--- config.mk ---
export PLATFORM = sky130hd
export DESIGN_NAME = circuit_breaker
export DESIGN_NICKNAME = d
export VERILOG_FILES = /design/src/rtl/nanotrade_pkg.sv /design/src/rtl/circuit_breaker_hold_timer.sv /design/src/rtl/circuit_breaker.sv
export SDC_FILE = /design/constraint.sdc
export NUM_CORES = 1
export LEC_CHECK = 0
export CAP_MARGIN = 20
export CORE_MARGIN = 10
export CORE_UTILIZATION = 45
export CTS_BUF_LIST = sky130_fd_sc_hd__clkbuf_16
export DETAILED_ROUTE_END_ITERATION = 16
export DONT_BUFFER_PORTS = 1
export PLACE_DENSITY = 0.56
export SLEW_MARGIN = 20
export SYNTH_ARGS = -nofsm -noshare
export SYNTH_HDL_FRONTEND = slang
export SYNTH_SLANG_ARGS = --single-unit
--- constraint.sdc ---
create_clock -name clk -period 2.6 [get_ports clk]
set_input_delay 0.26 -clock clk [delete_from_list [all_inputs] [get_ports clk]]
set_output_delay 0.26 -clock clk [all_outputs]
set_load 0.05 [all_outputs]
--- src/rtl/nanotrade_pkg.sv ---
// nanotrade_pkg
//   Shared definitions for the trading-control blocks: circuit-breaker state
//   encodings, alert priority thresholds, alert-type codes (these match the
//   bit positions of the detector alert bitmap), and alert classification
//   helpers.
package nanotrade_pkg;

    typedef enum logic [1:0] {
        CB_NORMAL   = 2'b00,
        CB_WATCH    = 2'b01,
        CB_HALT     = 2'b10,
        CB_COOLDOWN = 2'b11
    } cb_state_e;

    localparam logic [2:0] PRIO_FLASH  = 3'd7;
    localparam logic [2:0] PRIO_SEVERE = 3'd4;

    // Alert-type codes, equal to the detector's bit index in alert_bitmap.
    localparam logic [2:0] ALERT_PRICE_JUMP   = 3'd0;
    localparam logic [2:0] ALERT_SPREAD_WIDE  = 3'd1;
    localparam logic [2:0] ALERT_VOLUME_SPIKE = 3'd2;
    localparam logic [2:0] ALERT_QUOTE_STUFF  = 3'd3;
    localparam logic [2:0] ALERT_BOOK_THIN    = 3'd4;
    localparam logic [2:0] ALERT_CROSSED_BOOK = 3'd5;
    localparam logic [2:0] ALERT_RATE_LIMIT   = 3'd6;
    localparam logic [2:0] ALERT_FLASH_CRASH  = 3'd7;

    function automatic logic is_severe(input logic any, input logic [2:0] prio);
        return any && (prio >= PRIO_SEVERE);
    endfunction

    function automatic logic is_flash(input logic any, input logic [2:0] prio);
        return any && (prio == PRIO_FLASH);
    endfunction

endpackage

--- src/rtl/circuit_breaker_hold_timer.sv ---
// hold_timer
//   Down-counter with terminal-count compare, used for both the HALT and the
//   COOLDOWN hold periods.
// Ports:
//   clk, rst_n  clock, asynchronous active-low reset
//   load        load `value` into the counter (takes priority over counting)
//   value       value to load
//   run         count down while set (counter holds at zero)
//   expired     counter is zero while running
module hold_timer #(
    parameter int TIMER_W = 16
) (
    input  logic               clk,
    input  logic               rst_n,
    input  logic               load,
    input  logic [TIMER_W-1:0] value,
    input  logic               run,
    output logic               expired
);

    logic [TIMER_W-1:0] count_q;

    always_ff @(posedge clk or negedge rst_n) begin
        if (!rst_n) begin
            count_q <= '0;
        end else if (load) begin
            count_q <= value;
        end else if (run && (count_q != '0)) begin
            count_q <= count_q - 1'b1;
        end
    end

    assign expired = run && (count_q == '0);

endmodule

--- src/rtl/circuit_breaker.sv ---
// circuit_breaker
//   Turns the per-cycle anomaly-detector alert bundle into a stable
//   trading-control state with a registered halt, a cooldown throttle, a
//   sticky alert log and a saturating halt-event counter.
// Ports:
//   clk, rst_n      clock, asynchronous active-low reset
//   alert_any       any detector active
//   alert_priority  priority of the highest active alert (7 = flash crash)
//   alert_type      type of the highest active alert
//   alert_bitmap    all detector flags
//   clr             operator clear pulse
//   trading_halt    suppress order matching (state HALT)
//   throttle        reduced-rate trading (state COOLDOWN)
//   cb_state        current state encoding
//   last_cause      alert_type of the most recent HALT entry or retrigger
//   sticky_bitmap   OR of alert_bitmap since reset / clear
//   halt_count      HALT entries, saturating at 255
//
// state    | meaning
// ---------+-----------------------------------------------------------
// NORMAL   | no sustained alert, trading at full rate
// WATCH    | severe alerts seen, counting consecutive confirmations
// HALT     | trading halted for the hold period; flash retriggers
// COOLDOWN | reduced-rate trading; any severe alert re-trips to HALT
module circuit_breaker
    import nanotrade_pkg::*;
#(
    parameter int CONFIRM_CYCLES = 4,
    parameter int HALT_CYCLES    = 1024,
    parameter int COOL_CYCLES    = 256,
    parameter int TIMER_W        = 16
) (
    input  logic       clk,
    input  logic       rst_n,
    input  logic       alert_any,
    input  logic [2:0] alert_priority,
    input  logic [2:0] alert_type,
    input  logic [7:0] alert_bitmap,
    input  logic       clr,
    output logic       trading_halt,
    output logic       throttle,
    output logic [1:0] cb_state,
    output logic [2:0] last_cause,
    output logic [7:0] sticky_bitmap,
    output logic [7:0] halt_count
);

    localparam int CNT_W = $clog2(CONFIRM_CYCLES + 1);
    localparam logic [TIMER_W-1:0] HALT_LOAD   = TIMER_W'(HALT_CYCLES - 1);
    localparam logic [TIMER_W-1:0] COOL_LOAD   = TIMER_W'(COOL_CYCLES - 1);
    localparam logic [CNT_W-1:0]   CONFIRM_TGT = CNT_W'(CONFIRM_CYCLES);

    cb_state_e          state_q, state_d;
    logic [CNT_W-1:0]   confirm_q, confirm_d, confirm_inc;
    logic               severe, flash;
    logic               go_halt;
    logic               timer_load, timer_run, timer_expired;
    logic [TIMER_W-1:0] timer_value;

    assign severe      = is_severe(alert_any, alert_priority);
    assign flash       = is_flash(alert_any, alert_priority);
    assign confirm_inc = confirm_q + CNT_W'(1);
    assign timer_run   = (state_q == CB_HALT) || (state_q == CB_COOLDOWN);

    hold_timer #(
        .TIMER_W (TIMER_W)
    ) u_hold_timer (
        .clk     (clk),
        .rst_n   (rst_n),
        .load    (timer_load),
        .value   (timer_value),
        .run     (timer_run),
        .expired (timer_expired)
    );

    always_ff @(posedge clk or negedge rst_n) begin
        if (!rst_n) begin
            state_q   <= CB_NORMAL;
            confirm_q <= '0;
        end else begin
            state_q   <= state_d;
            confirm_q <= confirm_d;
        end
    end

    // Flash overrides everything, including an operator clear in the same
    // cycle; in HALT it acts as a retrigger. All HALT entries share the
    // go_halt path so counting and cause capture stay in one place.
    always_comb begin
        state_d     = state_q;
        confirm_d   = confirm_q;
        timer_load  = 1'b0;
        timer_value = '0;
        go_halt     = flash;

        if (!flash) begin
            if (clr) begin
                state_d    = CB_NORMAL;
                confirm_d  = '0;
                timer_load = 1'b1;
            end else begin
                case (state_q)
                    CB_NORMAL: begin
                        if (severe) begin
                            if (CONFIRM_CYCLES <= 1) begin
                                go_halt = 1'b1;
                            end else begin
                                state_d   = CB_WATCH;
                                confirm_d = CNT_W'(1);
                            end
                        end
                    end
                    CB_WATCH: begin
                        if (!severe) begin
                            state_d   = CB_NORMAL;
                            confirm_d = '0;
                        end else if (confirm_inc == CONFIRM_TGT) begin
                            go_halt = 1'b1;
                        end else begin
                            confirm_d = confirm_inc;
                        end
                    end
                    CB_HALT: begin
                        if (timer_expired) begin
                            state_d     = CB_COOLDOWN;
                            timer_load  = 1'b1;
                            timer_value = COOL_LOAD;
                        end
                    end
                    CB_COOLDOWN: begin
                        if (severe) begin
                            go_halt = 1'b1;
                        end else if (timer_expired) begin
                            state_d = CB_NORMAL;
                        end
                    end
                    default: begin
                        state_d = CB_NORMAL;
                    end
                endcase
            end
        end

        if (go_halt) begin
            state_d     = CB_HALT;
            confirm_d   = '0;
            timer_load  = 1'b1;
            timer_value = HALT_LOAD;
        end
    end

    always_ff @(posedge clk or negedge rst_n) begin
        if (!rst_n) begin
            sticky_bitmap <= '0;
            halt_count    <= '0;
            last_cause    <= '0;
        end else begin
            if (clr && flash) begin
                sticky_bitmap <= alert_bitmap;
            end else if (clr) begin
                sticky_bitmap <= '0;
            end else begin
                sticky_bitmap <= sticky_bitmap | alert_bitmap;
            end

            if (go_halt) begin
                last_cause <= alert_type;
                if (halt_count != 8'hFF) begin
                    halt_count <= halt_count + 8'd1;
                end
            end
        end
    end

    assign cb_state     = state_q;
    assign trading_halt = (state_q == CB_HALT);
    assign throttle     = (state_q == CB_COOLDOWN);

endmodule

* Yosys cells after proc, flatten, opt, wreduce, memory -nomap -nowiden
Index checks and enable logic that the tools add are counted.
** Word-level totals
- Output and inout bits :: 23
- Flip-flop bits (word level) :: 40
- Bits of input ports :: 18
- Logic and storage cells :: 74
** Cells by class
- Reductions and logical operators :: 14
- Equality and inequality tests :: 13
- Mux-type cells :: 36
- Add/sub/neg operators :: 3
- Order comparisons :: 1
- Bitwise gates (word level) :: 1
** Operators by type and width (number)
- 2-to-1 mux 16 bit :: 3
- 2-to-1 mux 8 bit :: 6
- 2-to-1 mux 3 bit :: 6
- logical NOT 16 bit :: 1
- 2-to-1 mux 2 bit :: 8
- nonzero test 16 bit :: 1
- subtractor 16 x 1 -> 16 bit, second input constant :: 1
- 2-to-1 mux 1 bit :: 10
- adder 8 x 1 -> 8 bit, second input constant :: 1
- != test 4 x 2 -> 1 bit, second input constant :: 2
- != test 4 bit, second input constant :: 2
- != test 8 bit, second input constant :: 1
- bitwise OR 8 bit :: 1
- case mux 2 bit (4 select lines) :: 1
- == test 3 bit, second input constant :: 2
- case mux 3 bit (2 select lines) :: 1
- AND reduction 6 bit :: 1
- logical AND 1 bit :: 5
- != test 5 bit, second input constant :: 1
- == test 2 bit, second input constant :: 2
- != test 4 x 3 -> 1 bit, second input constant :: 1
- AND reduction 4 bit :: 1
- nonzero test 4 bit :: 1
- adder 3 x 1 -> 3 bit, second input constant :: 1
- 8 further kinds :: 8

* Logic depth before layout (Yosys ltp)
Gate-level depths: netlist of run 1.
- Depth in word-level cells :: 9
- Mapped depth :: 8

* Hierarchy
Synthesis of run 1 repeated with hierarchy kept, for this count alone.
** Unflattened totals
- Cells, all modules :: 234
- Area, all modules :: 2250.9 um^2
** Modules (own cells, without submodules)
- circuit_breaker :: times used 1, cells an instance 118, area each 1201.2 um^2
- hold_timer :: times used 1, cells an instance 116, area each 1049.8 um^2

* Worst setup path before layout of run 1
Ideal clock, no wire load.
- Path type :: reg2reg
- Start point :: register state_q[1] (netlist: cb_state[1])
- End point :: register u_hold_timer.count_q[9]
- Cell stages (with the launch flop) :: 7
- Library setup time :: 126 ps
- Path slack :: 139 ps
- Arrival time :: 2335 ps
- Required time :: 2474 ps
- Buffers on the path :: 1
- Cells stage by stage :: dfrtp_1 > buf_4 > inv_1 > nor2_1 > a31oi_2 > a21oi_1 > o2bb2ai_1
** Between the ends
- Longest elaborated chain between the ends :: 9
** RTL lines
- from (decl) :: RTL line circuit_breaker.sv:53 : cb_state_e state_q, state_d;
- from (signal assigned) :: RTL line circuit_breaker.sv:81 : state_q <= state_d;
- == test 2 bit *
- via trading_halt :: RTL line circuit_breaker.sv:40 : output logic trading_halt,
- logical OR 1 bit :: RTL line circuit_breaker.sv:63 : assign timer_run = (state_q == CB_HALT) || (state_q == CB_COOLDOWN);
- logical AND 1 bit :: RTL line circuit_breaker_hold_timer.sv:33 : assign expired = run && (count_q == '0);
- 2-to-1 mux 1 bit :: RTL line circuit_breaker.sv:124 : if (timer_expired) begin
- 2-to-1 mux 1 bit :: RTL line circuit_breaker.sv:102 : case (state_q)
- 2-to-1 mux 1 bit :: RTL line circuit_breaker.sv:97 : if (clr) begin
- 2-to-1 mux 1 bit :: RTL line circuit_breaker.sv:96 : if (!flash) begin
- 2-to-1 mux 1 bit :: RTL line circuit_breaker.sv:144 : if (go_halt) begin
- 2-to-1 mux 16 bit / nonzero test 2 bit (equally long branches)
- to (signal assigned) :: RTL line circuit_breaker_hold_timer.sv:27 : count_q <= value;
- to (signal assigned) :: RTL line circuit_breaker_hold_timer.sv:29 : count_q <= count_q - 1'b1;
- to (decl) :: RTL line circuit_breaker_hold_timer.sv:21 : logic [TIMER_W-1:0] count_q;
The timed path passes the listed nets; every way through them passes the cells marked *.
A chain may end at the register's enable or synchronous reset.

* Final worst setup path of run 1
- Start point :: register u_hold_timer.count_q[8]
- End point :: register u_hold_timer.count_q[3]
** Between the ends
- Longest elaborated chain between the ends :: 8
** RTL lines (RTL line)
- logical NOT 16 bit :: circuit_breaker_hold_timer.sv:33
- logical AND 1 bit :: circuit_breaker_hold_timer.sv:33
- 2-to-1 mux 8 bit / 2-to-1 mux 1 bit (equally long branches) :: circuit_breaker.sv:124
- 2-to-1 mux 8 bit / 2-to-1 mux 1 bit (equally long branches) :: circuit_breaker.sv:102
- 2-to-1 mux 8 bit / 2-to-1 mux 1 bit (equally long branches) :: circuit_breaker.sv:97
- 2-to-1 mux 8 bit / 2-to-1 mux 1 bit (equally long branches) :: circuit_breaker.sv:96
- 2-to-1 mux 16 bit / 2-to-1 mux 1 bit (equally long branches) :: circuit_breaker.sv:144
- 2-to-1 mux 16 bit / nonzero test 2 bit (equally long branches)
Parallel ways exist; a longest one is shown, timed or not.

==> results of run 1 <==
[cell usage after synthesis, drive strengths merged, types with 2 or more instances]
| cell type | instances | share of area |
|---|---|---|
| dfrtp | 40 | 0.45 |
| nand2 | 24 | 0.042 |
| nor2 | 24 | 0.041 |
| a21oi | 16 | 0.036 |
| o21ai | 11 | 0.025 |
| inv | 10 | 0.017 |
| nand3 | 10 | 0.025 |
| nor3 | 10 | 0.027 |
| xnor2 | 8 | 0.032 |
| and3 | 6 | 0.018 |
| buf | 6 | 0.026 |
| mux2 | 6 | 0.031 |
| ha | 5 | 0.028 |
| a31oi | 4 | 0.021 |
| and2 | 3 | 0.0097 |
| nand4 | 3 | 0.0085 |
| o22ai | 3 | 0.0085 |
| o2bb2ai | 3 | 0.012 |
| a2111oi | 2 | 0.014 |
| a211oi | 2 | 0.0091 |
| and4 | 2 | 0.0091 |
| clkbuf | 2 | 0.0034 |
| nand2b | 2 | 0.0057 |
| nor2b | 2 | 0.0057 |
| nor4 | 2 | 0.013 |
| o22a | 2 | 0.0080 |
| xor2 | 2 | 0.0080 |
[layer usage]
layer | GRT usage | vias to the layer above
met5 | 0 | -
met4 | 0.03581 | 0
met3 | 0.05071 | 5
met2 | 0.1907 | 39
met1 | 0.1479 | 816
li1 | - | 824
[power by group through the flow]
stage / Clock (W) / Combinational, W / Sequential [W]
global route: 0.000735 / 0.000371 / 0.000952
global placement: 0 / 0.000302 / 0.000947
detailed placement: 0 / 0.000316 / 0.000951
CTS: 0.000708 / 0.000335 / 0.000940
floorplan: 0 / 0.000224 / 0.000965
finish: 0.000689 / 0.000331 / 0.000938
[worst paths after layout]
check	end	slack (ps)	depth (start not counted)
max	u_hold_timer.count_q[3]	310	5
max reg2reg	u_hold_timer.count_q[3]	310	5
min	sticky_bitmap[0]	80	1
max in group asynchronous	u_hold_timer.count_q[9]	1970	2
min reg2reg	confirm_q[2]	480	2
min in group asynchronous	confirm_q[2]	430	2
[flip-flops by register name, indices dropped and copies added, names as in the netlist]
signal and cells:
last_cause 3, cb_state 2, sticky_bitmap 8, u_hold_timer.count_q 16
halt_count 8, confirm_q 3
[kinds of logic (layout without fill, tap and decap cells)]
kind of cell / after synthesis / count (layout) / synth area share
AO/OA/AOI/OAI: 52 / 52 / 0.1761
AND/OR/NAND/NOR: 92 / 92 / 0.2199
XOR/XNOR: 10 / 10 / 0.03978
flip-flops: 40 / 40 / 0.4545
buffers and inverters: 18 / 28 / 0.04602
adder cells (fa/ha/maj): 5 / 5 / 0.02841
multiplexers: 7 / 7 / 0.03523
[per-stage QoR]
step / total power, W / std cells / hold WS, ps / util
after CTS: 0.001983 / 301 / 76.86 / 0.5250
final: 0.001959 / 301 / 81.20 / 0.5250
after detailed placement: 0.001268 / 291 / -33.90 / 0.4832
after global routing: 0.002058 / 301 / 80.68 / 0.5250
after global placement: 0.001249 / 291 / -34.03 / 0.4832
after floorplan: 0.001188 / 224 / -35.59 / -
[final cells by class]
type | count | area, um^2 | share of cell area
clock inverters | 3 | 42.54 | 0.01715
multi-input cells | 166 | 1100 | 0.4435
flip-flops and latches | 40 | 1001 | 0.4036
well taps | 67 | 83.83 | 0.03380
clock buffers | 5 | 125.1 | 0.05045
inverters | 10 | 37.54 | 0.01514
repair buffers | 10 | 90.09 | 0.03633
[worst max-delay path, cell delays in order (launching register included)]
cell                      delay [ps]
sky130_fd_sc_hd__dfrtp_1         430
sky130_fd_sc_hd__nor3_2          300
sky130_fd_sc_hd__and4_1          570
sky130_fd_sc_hd__a311o_1         580
sky130_fd_sc_hd__o22ai_1         170
sky130_fd_sc_hd__a21oi_1         170
==> results list, run 1 <==
* Period utilization: 0.8823
- The die covers 0.008092 mm^2.
- For the worst setup path, the data required time is 2800 ps.
* CTS Buffer Depth: 2
- Met2 wire length: 2341 um
- Drt first-iter violations: 136
* Final Max Slew Viols: 0
- In the final timing run, aggregate negative setup slack is 0 ps.
- TritonRoute pass-1 iters: 4
- STA classifies the critical path startpoint as a register.
* Count of vias placed by the detailed router: 1684
* Post-Route WL: 4968 um
* Total inserted antenna cells: 0
* Number of synthesized register bits: 40
- CP Data Arrival Time: 2500 ps
- Counting flops with an async set or reset pin after synthesis yields a share of 1.000.
* Routability congestion estimate: 0.9001
* Fill cell instance count of the final layout: 428
* Die Y-Extent: 89.96 um
- Clock tree synthesis inserted a total of 5 buffers.
- Mapped Nets: 247
- Dividing the detail-routed via count by the number of cells gives 5.595.
- Remaining global-route overflow: 0
* Drc violations: 0
* Count of nets after finishing: 256
* All-Layer GR Usage: 0.1213
- The placed instances occupy a cell area of 0.002282 mm^2.
- The die is 89.96 um wide.
- Hold bufs inserted after CTS: 2
* Share of total power in sequential cells: 0.479
- Hold Crit Class: input pin to register
- The tool flagged a number of max-cap violations equal to 0.
- In this run the power density over the cells is 790.0 mW/mm^2.
- Timing startpoint of the critical path: u_hold_timer.count_q[8]
* Critical path class: register to register
- Count of flip-flops with a built-in enable after synthesis: 0
- The hold violation total from the final report is 0.
- Normalized max-slew margin: 0.6214
- The initial utilization of the core area, before any placement, comes to 0.4662.
- Sequential fraction of the synthesis area: 0.4545
- After detailed routing, the average wire length per cell comes to 16.50 um.
* Via count of the first global-routing pass: 1649
- Post-synthesis instance total: 224
- Of the total power, the clock network draws 0.352.
- CTS placed an instance of sky130_fd_sc_hd__clkbuf_16 at the clock tree root.
- Commonest non-fill, non-tap cells in the layout: sky130_fd_sc_hd__dfrtp_1, sky130_fd_sc_hd__nor2_1, sky130_fd_sc_hd__nand2_1
* Clock-pin slew reported for the worst setup and hold paths after clock tree synthesis: 60 ps
- After floorplanning, the core was sized to cover 0.004723 mm^2.
* Beginning of the worst hold path: clr
- Pin count of the biggest net entering global routing: 41
* Netlist area before placement: 0.002202 mm^2
* Area growth syn-to-layout: 12.61%
- The initialized floorplan defines 25 standard-cell rows.
- Global-route wire length before repair: 8300 um
- Setup slack at placement: 347.7 ps
- Post-layout min period: 2294 ps
- Derived from the worst setup path, the maximum achievable clock frequency is 0.4359 GHz.
- Pin placement for this block handled 41 I/O pins.
* Number of setup buffers added after CTS: 0
* Fraction of power consumed by combinational cells: 0.169
- In the final routing, the length of wire on met1 measures 2214 um.
- Fin area: 0.002480 mm^2
* Pint: 0.001277 W
* RSZ-0062 raised after global routing: false
* Dominant synthesized flop cell: sky130_fd_sc_hd__dfrtp_1
- Setup violations remaining at the end of the flow were counted as 0.
- Port buffering added 0 buffers.
- Startpoint of the most critical register-to-register path: u_hold_timer.count_q[8]
- Peak supply drop: 0.4426 mV
- In this run the power spent charging and discharging nets is 0.0006817 W.
- The H-tree was split into 2 levels.
* Clock tree from TritonCTS: built
* Clk sink count: 40
- Share of cells above drive strength 1: 0.1624
- Once the clock tree was built, the resizer swapped 0 gates to a different size.
* Fraction of power spent switching nets: 0.3480
- Syn avg cell area: 9.831 um^2
- Number of warnings issued by yosys: 0
- Clock latency on the worst-skew pair: 280 ps
* Pin slew with the least headroom to its limit: 567.9 ps
- The initial antenna violation count was 0.
- After legalization and detailed placement, the total HPWL measured 3702 um.
- Uppermost layer routed: met4
- The worst setup path is captured at a register.
- The flow ran to the end, and the final reports show no timing, DRC or antenna violations.
* Antenna-violating nets left: 0
- Final critical-path setup slack: 306.0 ps
- Distinct cell type count after synthesis: 54
* Most common library cell in the layout ignoring fill and taps: sky130_fd_sc_hd__dfrtp_1
- DR WL met3: 359 um
- Clock skew on the completed layout was measured at 5.660 ps.
- Reported leakage power: 1.050 nW
- Worst-path maximum fanout: 12
No activity file was read; power rests on OpenSTA's default activity.
==> run 2, diff against run 1 <==
CORE_ASPECT_RATIO = 0.9   (was not set)
CORE_MARGIN = not set   (was 10)
==> results list, run 2 (synthesized netlist as in run 1, its figures left out) <==
- The type of the most critical hold path is input pin to register (unchanged).
* Antenna-violating nets left: 0 (unchanged)
- Remaining global-route overflow: 0 (unchanged)
- The fraction of the cycle the final worst path needs was 0.8743 (was 0.8823).
- Total inserted antenna cells: 0 (unchanged)
- The layout overhead on the synthesized area is 13.13% (was 12.61%).
- Top Registers: u_hold_timer.count_q (16), halt_count (8), sticky_bitmap (8) (unchanged)
* Crit. End Element: register (unchanged)
- Final Max Slew Viols: 0 (unchanged)
- Die Y-Extent: 68.37 um (was 89.96 um)
- TritonRoute pass-1 iters: 4 (unchanged)
- Fill cell instance count of the final layout: 390 (was 428)
* Routed via count divided by cell count: 5.800 (was 5.595)
- The number of violations of the max-capacitance limit is 0 (unchanged).
- Dpl cell area: 0.002276 mm^2 (was 0.002282 mm^2)
* Normalized max-slew margin: 0.6165 (was 0.6214)
- Beginning of the worst hold path: clr (unchanged)
- Pin count of the biggest net entering global routing: 41 (unchanged)
- Largest register FFs: 16 (unchanged)
- IO Port Bufs: 0 (unchanged)
- The total clock buffers created by CTS came to 5 (unchanged).
* CP Data Arrival Time: 2490 ps (was 2500 ps)
- The final period demand of the worst path was 2273 ps (was 2294 ps).
- The peak supply drop came to 0.6608 mV (was 0.4426 mV).
- The worst-case clock skew was 3.776 ps (was 5.660 ps).
* Drt first-iter violations: 153 (was 136)
* Count of nets after finishing: 256 (unchanged)
- The overall die width is 75.74 um (was 89.96 um).
* Clock-pin slew reported for the worst setup and hold paths after clock tree synthesis: 60 ps (about the same)
- The kind of launch point of the worst setup path is a register (unchanged).
- The TritonCTS clock tree was built (unchanged).
- RSZ-0062 raised after global routing: false (unchanged).
- The insertion delay of the later-clocked pin in the worst-skew pair is 280 ps (about the same).
- Commonest non-fill, non-tap cells in the layout: sky130_fd_sc_hd__dfrtp_1, sky130_fd_sc_hd__nor2_1, sky130_fd_sc_hd__nand2_1 (unchanged).
* Fin area: 0.002491 mm^2 (was 0.002480 mm^2)
* Number of H-tree levels: 2 (unchanged)
* Via count of the first global-routing pass: 1595 (was 1649)
- Total core area: 0.004576 mm^2 (was 0.004723 mm^2)
- The count of vias placed by the detailed router came to 1711 (was 1684).
* Drc violations: 0 (unchanged)
- The area occupied by multi-input gates was 0.001100 mm^2 (unchanged).
* Sum of net half-perimeters after detailed placement: 3428 um (was 3702 um)
* Power density normalized to cell area: 819.6 mW/mm^2 (was 790.0 mW/mm^2)
- The number of sinks handled by clock tree synthesis came to 40 (unchanged).
* Outcome: complete, no violations (unchanged)
* Share of cells above drive strength 1: 0.1631 (was 0.1624)
* Core Rows: 23 (was 25)
- Reported leakage power: 1.058 nW (was 1.050 nW)
- Pin slew with the least headroom to its limit: 575.2 ps (was 567.9 ps)
- The initial antenna violation count is 0 (unchanged).
- The total global-route track usage came to 0.1948 (was 0.1213).
* Setup-failing EPs final: 0 (unchanged)
* Initial cell density of the core: 0.4813 (was 0.4662)
* Critical path class: register to register (unchanged)
- Seq. cell area: 0.001001 mm^2 (unchanged)
* Register containing the most flip-flops in the final layout: u_hold_timer.count_q (unchanged)
- Worst-path maximum fanout: 12 (unchanged)
- The startpoint of the lowest-slack register-to-register path is u_hold_timer.count_q[0] (was u_hold_timer.count_q[8]).
* Die Area: 0.005178 mm^2 (was 0.008092 mm^2)
* Setup tns final: 0 ps (unchanged)
- The achievable clock frequency came to 0.4399 GHz (was 0.4359 GHz).
- Post-Route WL: 4758 um (was 4968 um)
- Routability congestion estimate: 0.8698 (was 0.9001)
- The count of pins on the block boundary was 41 (unchanged).
- The hold violation total from the final report came to 0 (unchanged).
* CTS Buffer Depth: 2 (unchanged)
* Worst endpoint required time: 2810 ps (was 2800 ps)
- The worst setup path startpoint is u_hold_timer.count_q[0] (was u_hold_timer.count_q[8]).
- Library cell used as clock root buffer: sky130_fd_sc_hd__clkbuf_16 (unchanged)
* Global-route wire length before repair: 7403 um (was 8300 um)
* Wire per inst: 16.13 um (was 16.50 um)
- Resized cells post-CTS: 0 (unchanged)
* Most common library cell in the layout ignoring fill and taps: sky130_fd_sc_hd__dfrtp_1 (unchanged)
-- run 2: cell types whose count changed in the layout (fill, tap and decap cells not counted) --
cell                        delta
sky130_fd_sc_hd__clkinv_1      -1
sky130_fd_sc_hd__clkinv_4      -1
sky130_fd_sc_hd__bufinv_16     +1
-- run 2: path summary, 6_finish.rpt --
check	slack (ps)	to	cells past startpoint
setup / recovery	330	u_hold_timer.count_q[2]	7
hold / removal	80	sticky_bitmap[2]	1
setup reg to reg	330	u_hold_timer.count_q[2]	7
hold reg to reg	480	confirm_q[2]	2
max in group asynchronous	1960	u_hold_timer.count_q[8]	2
min in group asynchronous	440	u_hold_timer.count_q[14]	2
-- run 2: area by class of cell --
type                            instances  share of cell area
Clock buffer                            5             0.05023
Clock inverter                          2             0.02411
Inverter                               10             0.01507
Multi-Input combinational cell        166              0.4415
Sequential cell                        40              0.4018
Tap cell                               62             0.03114
Timing Repair Buffer                   10             0.03616
-- run 2: per-stage QoR --
stage / hold WS, ps / total power (W) / setup WS [ps] / utilization / cells
global route: 78.56 / 0.002124 / 136.9 / 0.5444 / 295
global placement: -34.39 / 0.001237 / 443.7 / 0.4974 / 286
finish: 82.20 / 0.002042 / 326.8 / 0.5444 / 295
detailed placement: -34.47 / 0.001256 / 357.3 / 0.4974 / 286
floorplan: -35.59 / 0.001188 / 138.9 / - / 224
CTS: 79.63 / 0.002053 / 352.7 / 0.5444 / 295
-- run 2: power by group --
part	internal [W]	switching, W	total, W
Clock	0.000544	0.000236	0.000780
Combinational	0.000120	0.000167	0.000287
Sequential	0.000699	0.000275	0.000974
Total	0.00136	0.000678	0.00204
-- run 2: layer usage --
| metal | global-route usage | part of all wire |
|---|---|---|
| met5 | 0 | 0 |
| met4 | 0.08333 | 0.012 |
| met3 | 0.04271 | 0.050 |
| met2 | 0.3153 | 0.49 |
| met1 | 0.2502 | 0.45 |
-- run 2: repair_timing --
| action | in CTS | in global routing |
|---|---|---|
| hold buffers | 2 | 0 |
| setup buffers | 0 | 0 |
| endpoints found under the hold margin | 40 | 0 |
-- run 2: worst max-delay path: stages, from the launching register on --
cell                      delay, ps
sky130_fd_sc_hd__dfrtp_1        390
sky130_fd_sc_hd__inv_1          120
sky130_fd_sc_hd__ha_1           150
sky130_fd_sc_hd__nor2b_1        110
sky130_fd_sc_hd__and4_1         530
sky130_fd_sc_hd__a311o_1        560
sky130_fd_sc_hd__o22a_1         220
sky130_fd_sc_hd__o22a_1         130
==> run 3, diff against run 2 <==
HOLD_SLACK_MARGIN = 0.06   (was not set)
==> results of run 3 <==
The final DEF is identical to that of run 2; final timing and power are the same.
